File: src/rtl/riscv_fetch.sv
// Instruction-fetch front end: owns the PC, issues in-order word fetches and buffers responses for decode.
// Optional build macro FETCH_MISALIGN_EN turns misaligned redirects into a single faulting entry plus a request halt.
module riscv_fetch #(
  parameter int              XLEN     = 64,
  parameter logic [XLEN-1:0] RESETVEC = XLEN'('h8000_0000),
  parameter int              QDEPTH   = 4
) (
  input  logic            clk,
  input  logic            reset,
  output logic            imem_req_valid,
  input  logic            imem_req_ready,
  output logic [XLEN-1:0] imem_req_addr,
  input  logic            imem_rsp_valid,
  input  logic [31:0]     imem_rsp_data,
  input  logic            imem_rsp_err,
  input  logic            redirect_valid,
  input  logic [XLEN-1:0] redirect_pc,
  output logic            fetch_valid,
  input  logic            fetch_ready,
  output logic [XLEN-1:0] fetch_pc,
  output logic [31:0]     fetch_instr,
  output logic            fetch_err
);

  localparam int AW = $clog2(QDEPTH);
  localparam int PW = AW + 1;
  localparam int DW = PW + 2;

  logic [XLEN-1:0] pc;
  logic [PW-1:0]   alloc_ptr;
  logic [PW-1:0]   fill_ptr;
  logic [PW-1:0]   read_ptr;
  logic [DW-1:0]   drop_cnt;
  logic            halted;

  logic [XLEN-1:0] q_pc    [QDEPTH];
  logic [31:0]     q_instr [QDEPTH];
  logic            q_err   [QDEPTH];

  logic [PW-1:0]   occ;
  logic            req_hs;
  logic            rsp_drop;
  logic            rsp_fill;
  logic            head_vld;
  logic            pop;
  logic            redir_mis;
  logic [XLEN-1:0] redir_pc_eff;

`ifdef FETCH_MISALIGN_EN
  assign redir_mis    = redirect_valid && (redirect_pc[1:0] != 2'b00);
  assign redir_pc_eff = redirect_pc;
`else
  assign redir_mis    = 1'b0;
  assign redir_pc_eff = redirect_pc & ~XLEN'(3);
`endif

  assign occ            = alloc_ptr - read_ptr;
  assign imem_req_valid = !reset && !halted && (occ < PW'(QDEPTH));
  assign imem_req_addr  = pc;
  assign req_hs         = imem_req_valid && imem_req_ready;
  assign rsp_drop       = imem_rsp_valid && (drop_cnt != '0);
  assign rsp_fill       = imem_rsp_valid && (drop_cnt == '0);

  assign head_vld    = (read_ptr != fill_ptr) && !redirect_valid;
  assign pop         = head_vld && fetch_ready;
  assign fetch_valid = head_vld;
  assign fetch_pc    = head_vld ? q_pc[read_ptr[AW-1:0]]    : '0;
  assign fetch_instr = head_vld ? q_instr[read_ptr[AW-1:0]] : '0;
  assign fetch_err   = head_vld ? q_err[read_ptr[AW-1:0]]   : 1'b0;

  // Control state: PC, queue pointers, drop counter
  always_ff @(posedge clk or posedge reset) begin
    if (reset) begin
      pc        <= RESETVEC;
      alloc_ptr <= '0;
      fill_ptr  <= '0;
      read_ptr  <= '0;
      drop_cnt  <= '0;
`ifdef FETCH_MISALIGN_EN
      halted    <= 1'b0;
`endif
    end else if (redirect_valid) begin
      pc        <= redir_pc_eff;
      alloc_ptr <= redir_mis ? PW'(1) : '0;
      fill_ptr  <= redir_mis ? PW'(1) : '0;
      read_ptr  <= '0;
      // Any response landing now is thrown away, whether it was already
      // marked for dropping or was one of the alloc-fill outstanding ones.
      drop_cnt  <= drop_cnt + DW'(alloc_ptr - fill_ptr) + DW'(req_hs) - DW'(imem_rsp_valid);
`ifdef FETCH_MISALIGN_EN
      halted    <= redir_mis;
`endif
    end else begin
      if (req_hs) begin
        alloc_ptr <= alloc_ptr + PW'(1);
        pc        <= pc + XLEN'(4);
      end
      if (rsp_fill) fill_ptr <= fill_ptr + PW'(1);
      if (rsp_drop) drop_cnt <= drop_cnt - DW'(1);
      if (pop)      read_ptr <= read_ptr + PW'(1);
    end
  end

`ifndef FETCH_MISALIGN_EN
  assign halted = 1'b0;
`endif

  // Queue payload: written on allocate/fill, never reset
  always_ff @(posedge clk) begin
    if (redirect_valid) begin
      if (redir_mis) begin
        q_pc[0]    <= redirect_pc;
        q_instr[0] <= '0;
        q_err[0]   <= 1'b1;
      end
    end else begin
      if (req_hs) q_pc[alloc_ptr[AW-1:0]] <= pc;
      if (rsp_fill) begin
        q_instr[fill_ptr[AW-1:0]] <= imem_rsp_data;
        q_err[fill_ptr[AW-1:0]]   <= imem_rsp_err;
      end
    end
  end

endmodule

File: config.mk
export PLATFORM = sky130hd
export DESIGN_NAME = riscv_fetch
export DESIGN_NICKNAME = d
export VERILOG_FILES = /design/src/rtl/riscv_fetch.sv
export SDC_FILE = /design/constraint.sdc
export NUM_CORES = 1
export LEC_CHECK = 0
export ABC_AREA = 1
export CORE_ASPECT_RATIO = 2
export CORE_MARGIN = 1.5
export CORE_UTILIZATION = 35
export DETAILED_ROUTE_END_ITERATION = 8
export SETUP_SLACK_MARGIN = 0.4
export SYNTH_ARGS = -nofsm -noshare
export SYNTH_HDL_FRONTEND = slang
export SYNTH_SLANG_ARGS = --single-unit
export TNS_END_PERCENT = 100
File: constraint.sdc
create_clock -name clk -period 14.18 [get_ports clk]
set_input_delay 2.836 -clock clk [delete_from_list [all_inputs] [get_ports clk]]
set_output_delay 2.836 -clock clk [all_outputs]
set_load 0.05 [all_outputs]
==> results.md, run 1 <==
* RSZ-0062 raised after global routing: no
* Share of the synthesized area in the top cell type at 0.5448
* CTS buffer count at 43
* Most common cell type on the critical path: buf_4
* Worst-path cell chain: buf_2 -> buf_4 -> inv_2 -> buf_4 -> nand2_4 -> buf_4 -> a21oi_1 -> clkdlybuf4s50_1
* Placed Instances at 3093
* # DRC at 0
* Vias in the first global route at 15790
* Full die area at 61410 um^2
* Final WS setup at 5189 ps
* Vias post-DR at 15960
* Fin crit share at 0.6341
* Post-DRT Antenna Nets at 0
* Post-synth EDFFs at 380
* Hpwl dp at 44040 um
* Starting Density at 0.3543
* FILL cells at 5711
* CP bufs+invs at 6
* Yosys top cell by area: edfxtp_1
* Fmax at 111.2 MHz
* Critical path's slowest cell: clkdlybuf4s50_1
* Drt total wl at 65550 um
* Total grt overflow at 0
* Final setup vio count at 0
* First-pass GRT wire length at 97460 um
* Slew HR at 0.1771
* I/O Buffers at 259
* Origin of the critical flop-to-flop path: read_ptr[1]
* Crit Path Max Fanout at 59
* Sink Count at 456
* Sequential fraction of the synthesis area at 0.6357
* Hold Vio Cnt, Final at 0
* Clk pwr share at 0.330
* Internal Power at 2.339 mW
* TNS Setup at 0 ps
* Final hold slack at 488.8 ps
* Share of cells above drive strength 1 at 0.05248
* Vias per Instance at 5.031
* DRT Pass-1 Iters at 5
* Gate power share at 0.189
* FFs w/ async S/R, synth at 0.1667
* CP delay by family, top: buffers and inverters
* Clock Pin Slew Worst Setup and Hold Paths at 70 ps
* # hold bufs at CTS at 0
* Initial antenna violation count at 3
* Nets at 2499
* Synthesized flop and latch total at 456
* Util after Layout at 0.4325
* Post-CTS setup buffers at 0
* Switching Share at 0.3064
* GP Congestion at 0.9608
* Fin cells at 3172
* Worst Hold Class: reg -> reg
* NetSw at 1.033 mW
* Die width at 176.0 um
* CTS root buffer: clkbuf_16
* Total number of yosys warnings at 0
* Row cnt at 126
* WP data arrival at 6160 ps
* Post-Synthesis Cell Area at 20950 um^2
* Crit path required time at 11340 ps
* Syn_area_per_cell at 9.769 um^2
* Cells after Synth at 2144
* Power Dens Cells at 131.9 nW/um^2
* CP max stage delay at 890 ps
* Distinct cell type count after synthesis at 36
* H-Tree Depth at 2
* Minimum clock period at 8991 ps
* Largest net degree at the start of global routing at 115
* Hold_sp: imem_req_addr[29]
* Detailed Route Iter0 Violations at 1015
* Post_cts resized at 0
* CTS tree: yes
* Die Y at 349.0 um
* Clk buf depth at 3
* Max Cap Viol at 0
* Worst VDD drop at 0.09413 mV
* CP startpoint: redirect_valid
* Slew @ Worst Pin at 1231 ps
* All-layer global routing usage at 0.2134
* Worst Skew at 14.68 ps
* Sequential power share at 0.482
* Drt wl/cell at 20.67 um
* Ranking of synthesized cells by area: edfxtp_1 (54%), nor2_1 (9.1%), dfrtp_1 (9.0%)
* Placeable Area at 59120 um^2
* Area Growth Syn to Fin at 22.07%
* Synth Flop Type: edfxtp_1
* CP Launch Type: primary input
* Post-Place Worst Slack at 5232 ps
* Clk Latency, worst-skew pair at 570 ps
* Critical path type: in -> out
* Leak at 9.243 nW
* Outcome: complete, no violations
* Io pins at 266
* Max-slew violation count at 0
* Endpoint class of the critical path: primary output
-- power by group through the flow --
stage / logic (mW) / clock network (mW) / registers (mW)
floorplan: 0.350 / 0 / 1.69
global placement: 0.631 / 0 / 1.65
detailed placement: 0.640 / 0 / 1.65
CTS: 0.642 / 1.14 / 1.63
global route: 0.695 / 1.19 / 1.63
finish: 0.636 / 1.11 / 1.62
-- state kept, by name, indices dropped and copies added (netlist names) --
register	flops
alloc_ptr	3
read_ptr	3
q_err	4
q_instr	128
drop_cnt	5
fill_ptr	3
q_pc	248
imem_req_addr	62
-- path summary, 6_finish.rpt --
kind | slack, ps | cells past startpoint | endpoint
worst max-delay path | 5190 | 8 | fetch_pc[43]
worst min-delay path | 490 | 2 | imem_req_addr[29]
worst max register to register | 7280 | 11 | q_pc[2][60]
worst min register to register | 490 | 2 | imem_req_addr[29]
max in group asynchronous | 10420 | 3 | read_ptr[0]
min in group asynchronous | 2990 | 3 | read_ptr[1]
-- Yosys cell counts, drive strengths merged, types with 3 or more instances --
cell / count
xnor2: 15
edfxtp: 380
nand2: 439
xor2: 16
o21ai: 220
nand3: 108
dfrtp: 75
nor2: 521
clkbuf: 43
ha: 23
buf: 60
nand4: 18
inv: 102
a21oi: 103
fa: 3
nand3b: 10
-- per-stage QoR --
step / power, mW / area, um^2
global route: 3.516 / 25560
CTS: 3.410 / 25560
finish: 3.372 / 25570
detailed placement: 2.295 / 24250
floorplan: 2.041 / 20960
global placement: 2.281 / 24250
-- layout make-up --
class / instances / area, um^2 / area share
Antenna cell: 3 / 7.507 / 0.0002936
Clock buffer: 53 / 1134 / 0.04434
Clock inverter: 23 / 180.2 / 0.007047
Inverter: 102 / 390.4 / 0.01527
Multi-Input combinational cell: 1486 / 6820 / 0.2668
Sequential cell: 456 / 13320 / 0.5210
Tap cell: 768 / 960.9 / 0.03758
Timing Repair Buffer: 281 / 2753 / 0.1077
-- cell usage in the layout (no fill, tap or decap), drive strengths merged, types with 4 or more instances in the layout --
master	count
buf	23
o21ai	220
dfrtp	75
nand2	439
inv	104
nand4	18
clkdlybuf4s50	258
xor2	16
conb	4
xnor2	15
nand3	108
edfxtp	380
ha	23
nand3b	10
nor2	521
clkinv	16
a21oi	103
clkbuf	53
-- routing by layer --
metal,track usage,share of wire,up-vias
met2,0.3962,0.52,559
met1,0.2360,0.37,7611
met5,0,0.00017,-
li1,-,-,7654
met4,0.1068,0.050,2
met3,0.02720,0.051,133
-- logic make-up after synthesis --
family          synth area share
buf+inv                  0.04247
flops                     0.6357
other cells            0.0001790
xor+xnor                 0.01296
simple gates              0.2136
compound gates           0.07855
fa+ha+maj                0.01661
-- worst min-delay path: stages, from the launching register on --
cell and delay [ps]:
dfrtp_1 340, nand2_1 60, nand3_1 60
No activity file was read; power rests on OpenSTA's default activity.
==> run 2: changes to the inputs <==
==> constraint.sdc (replaced) <==
create_clock -name clk -period 7.4 [get_ports clk]
set_input_delay 1.48 -clock clk [delete_from_list [all_inputs] [get_ports clk]]
set_output_delay 1.48 -clock clk [all_outputs]
set_load 0.05 [all_outputs]
==> run 2 against run 1 <==
  * Sequential share of layout area decreased by 0.44 points
  * Critical path depth decreased by 3
  * Largest cell class unchanged
  * Wire length increased by 1.3%
  * Global-route usage increased by 0.24 points
  * Clock skew decreased by 0.79 ps
  * Register-to-register slack got worse by 4500 ps
  * Highest routed layer unchanged
  * Non-clock buffer count increased by 8
  * Die area unchanged
  * Count of clock-buffer cells in the layout decreased by 4
  * Combinational power increased by 93%
==> results.md, run 2 (synthesis results as in run 1) <==
* Hpwl dp at 45260 um (was 44040 um)
* Vias in the first global route at 16110 (was 15790)
* CTS tree: yes (unchanged)
* Clk buf depth at 3 (unchanged)
* Commonest non-fill, non-tap cell in the layout: nor2_1 (unchanged)
* Outcome: complete, no violations (unchanged)
* Post-DRT Antenna Nets at 0 (unchanged)
* Power Dens Cells at 255.5 nW/um^2 (was 131.9 nW/um^2)
* Reg with most FFs: q_pc (unchanged)
* R2R depth at 17 (was 11)
* H-Tree Depth at 2 (unchanged)
* Sequential cell area at 13320 um^2 (unchanged)
* GP Congestion at 0.9675 (was 0.9608)
* Detailed Route Iter0 Violations at 1033 (was 1015)
* Post_cts resized at 0 (unchanged)
* Vias post-DR at 16010 (was 15960)
* Endpoint class of the critical path: primary output (unchanged)
* Largest net degree at the start of global routing at 84 (was 115)
* Drt wl/cell at 20.90 um (was 20.67 um)
* Vias per Instance at 5.037 (was 5.031)
* Worst VDD drop at 0.3005 mV (was 0.09413 mV)
* Hold_sp: drop_cnt[3] (was imem_req_addr[29])
* Starting Density at 0.3543 (unchanged)
* First-pass GRT wire length at 98260 um (was 97460 um)
* Drt total wl at 66420 um (was 65550 um)
* Post-Place Worst Slack at 2152 ps (was 5232 ps)
* WP data arrival at 4060 ps (was 6160 ps)
* RSZ-0062 raised after global routing: no (unchanged)
* Slew @ Worst Pin at 1106 ps (was 1231 ps)
* Critical path's slowest cell: clkdlybuf4s50_1 (unchanged)
* Final setup vio count at 0 (unchanged)
* Origin of the critical flop-to-flop path: read_ptr[0] (was read_ptr[1])
* I/O Buffers at 259 (unchanged)
* Hold Path Cell Cnt at 2 (unchanged)
* Post-CTS setup buffers at 0 (unchanged)
* Fin crit share at 0.7484
* CTS root buffer: clkbuf_16 (unchanged)
* Minimum clock period at 5538 ps
* Share of cells above drive strength 1 at 0.05772 (was 0.05248)
* Crit Path Max Fanout at 75 (was 59)
* Fmax at 180.6 MHz
* Power Total at 6.588 mW (was 3.372 mW)
* Hold Vio Cnt, Final at 0 (unchanged)
* Io pins at 266 (unchanged)
* Critical path type: reg -> out (was in -> out)
* Slew HR at 0.2624 (was 0.1771)
* CP max stage delay at 890 ps (about the same)
* CP Launch Type: register (was primary input)
* CTS buffer count at 41 (was 43)
* Total grt overflow at 0 (unchanged)
* Leak at 9.344 nW (was 9.243 nW)
* FILL cells at 5605 (was 5711)
* All-layer global routing usage at 0.2158 (was 0.2134)
* Area Growth Syn to Fin at 23.10% (was 22.07%)
* Max Cap Viol at 0 (unchanged)
* Full die area at 61410 um^2 (unchanged)
* Sink Count at 456 (unchanged)
* Worst Hold Class: reg -> reg (unchanged)
* TNS Setup at 0 ps (unchanged)
* Worst Skew at 13.89 ps (was 14.68 ps)
* R2r endpoint: drop_cnt[4] (was q_pc[2][60])
* Crit path required time at 5920 ps (was 11340 ps)
* Nets at 2505 (was 2499)
* Hold endpoint: drop_cnt[3] (was imem_req_addr[29])
* Multi-input logic area at 6820 um^2 (unchanged)
* # hold bufs at CTS at 0 (unchanged)
* Worst-path cell chain: inv_4 -> buf_4 -> o21ai_0 -> a21oi_1 -> clkdlybuf4s50_1 (was buf_2 -> buf_4 -> inv_2 -> buf_4 -> nand2_4 -> buf_4 -> a21oi_1 -> clkdlybuf4s50_1)
* Clock Pin Slew Worst Setup and Hold Paths at 70 ps (about the same)
* Die width at 176.0 um (unchanged)
* R2r setup slk at 2750 ps (was 7280 ps)
* Largest register FFs at 248 (unchanged)
* Max-slew violation count at 0 (unchanged)
* Row cnt at 126 (unchanged)
* DRT Pass-1 Iters at 5 (unchanged)
* Initial antenna violation count at 5 (was 3)
* Most frequent cells in the layout: nor2_1 (498), nand2_1 (431), edfxtp_1 (380) (unchanged)
* # DRC at 0 (unchanged)
* Die Y at 349.0 um (unchanged)
* Placeable Area at 59120 um^2 (unchanged)
* Clk Latency, worst-skew pair at 570 ps (about the same)
* Final WS setup at 1862 ps (was 5189 ps)
==> run 2: worst max path at each step <==
stage                         startpoint  slack, ps              to  cells past startpoint
after floorplan                    reset        530     q_pc[0][10]                      5
after global placement    redirect_valid       2150  fetch_instr[8]                      7
after detailed placement  redirect_valid       2150  fetch_instr[8]                      7
after CTS                    read_ptr[0]       1800    fetch_pc[43]                      5
after global routing         read_ptr[0]       1710    fetch_pc[18]                      6
final                        read_ptr[0]       1860    fetch_pc[43]                      5
==> run 2: where the power goes <==
part | total (mW) | switching (mW) | leakage, nW | internal (mW)
Sequential | 3.11 | 0.194 | 4.38 | 2.92
Clock | 2.25 | 0.970 | 0.675 | 1.28
Combinational | 1.23 | 0.820 | 4.29 | 0.407
==> run 2: layout make-up <==
| cell class | instances | area share |
|---|---|---|
| timing repair buffer | 289 | 0.1120 |
| tap | 768 | 0.03727 |
| clock inverter | 26 | 0.01160 |
| inverter | 102 | 0.01514 |
| antenna | 2 | 0.0001941 |
| multi-input combinational | 1486 | 0.2645 |
| sequential | 456 | 0.5167 |
| clock buffer | 49 | 0.04261 |
==> run 2: metrics by stage <==
step	hold slack, ps	instances	cell area (um^2)	utilization
after floorplan	504.4	2147	20960	-
after global placement	532.4	3101	24380	0.4124
after detailed placement	534.1	3101	24380	0.4124
after CTS	549.8	3176	25780	0.4360
after global routing	597.4	3178	25780	0.4361
final	548.7	3178	25780	0.4361
==> run 2: worst max-delay path: cells and delay by family, from the launching register on <==
family / cells / cell delay, ps
AO/OA/AOI/OAI: 2 / 560
buffers and inverters: 3 / 2000
flip-flops: 1 / 780
==> run 2: per-layer routing <==
| layer | routed length (um) | global-route usage |
|---|---|---|
| met3 | 3135 | 0.03155 |
| met5 | 38 | 0 |
| met2 | 35430 | 0.4053 |
| met4 | 3464 | 0.1191 |
| met1 | 24350 | 0.2274 |
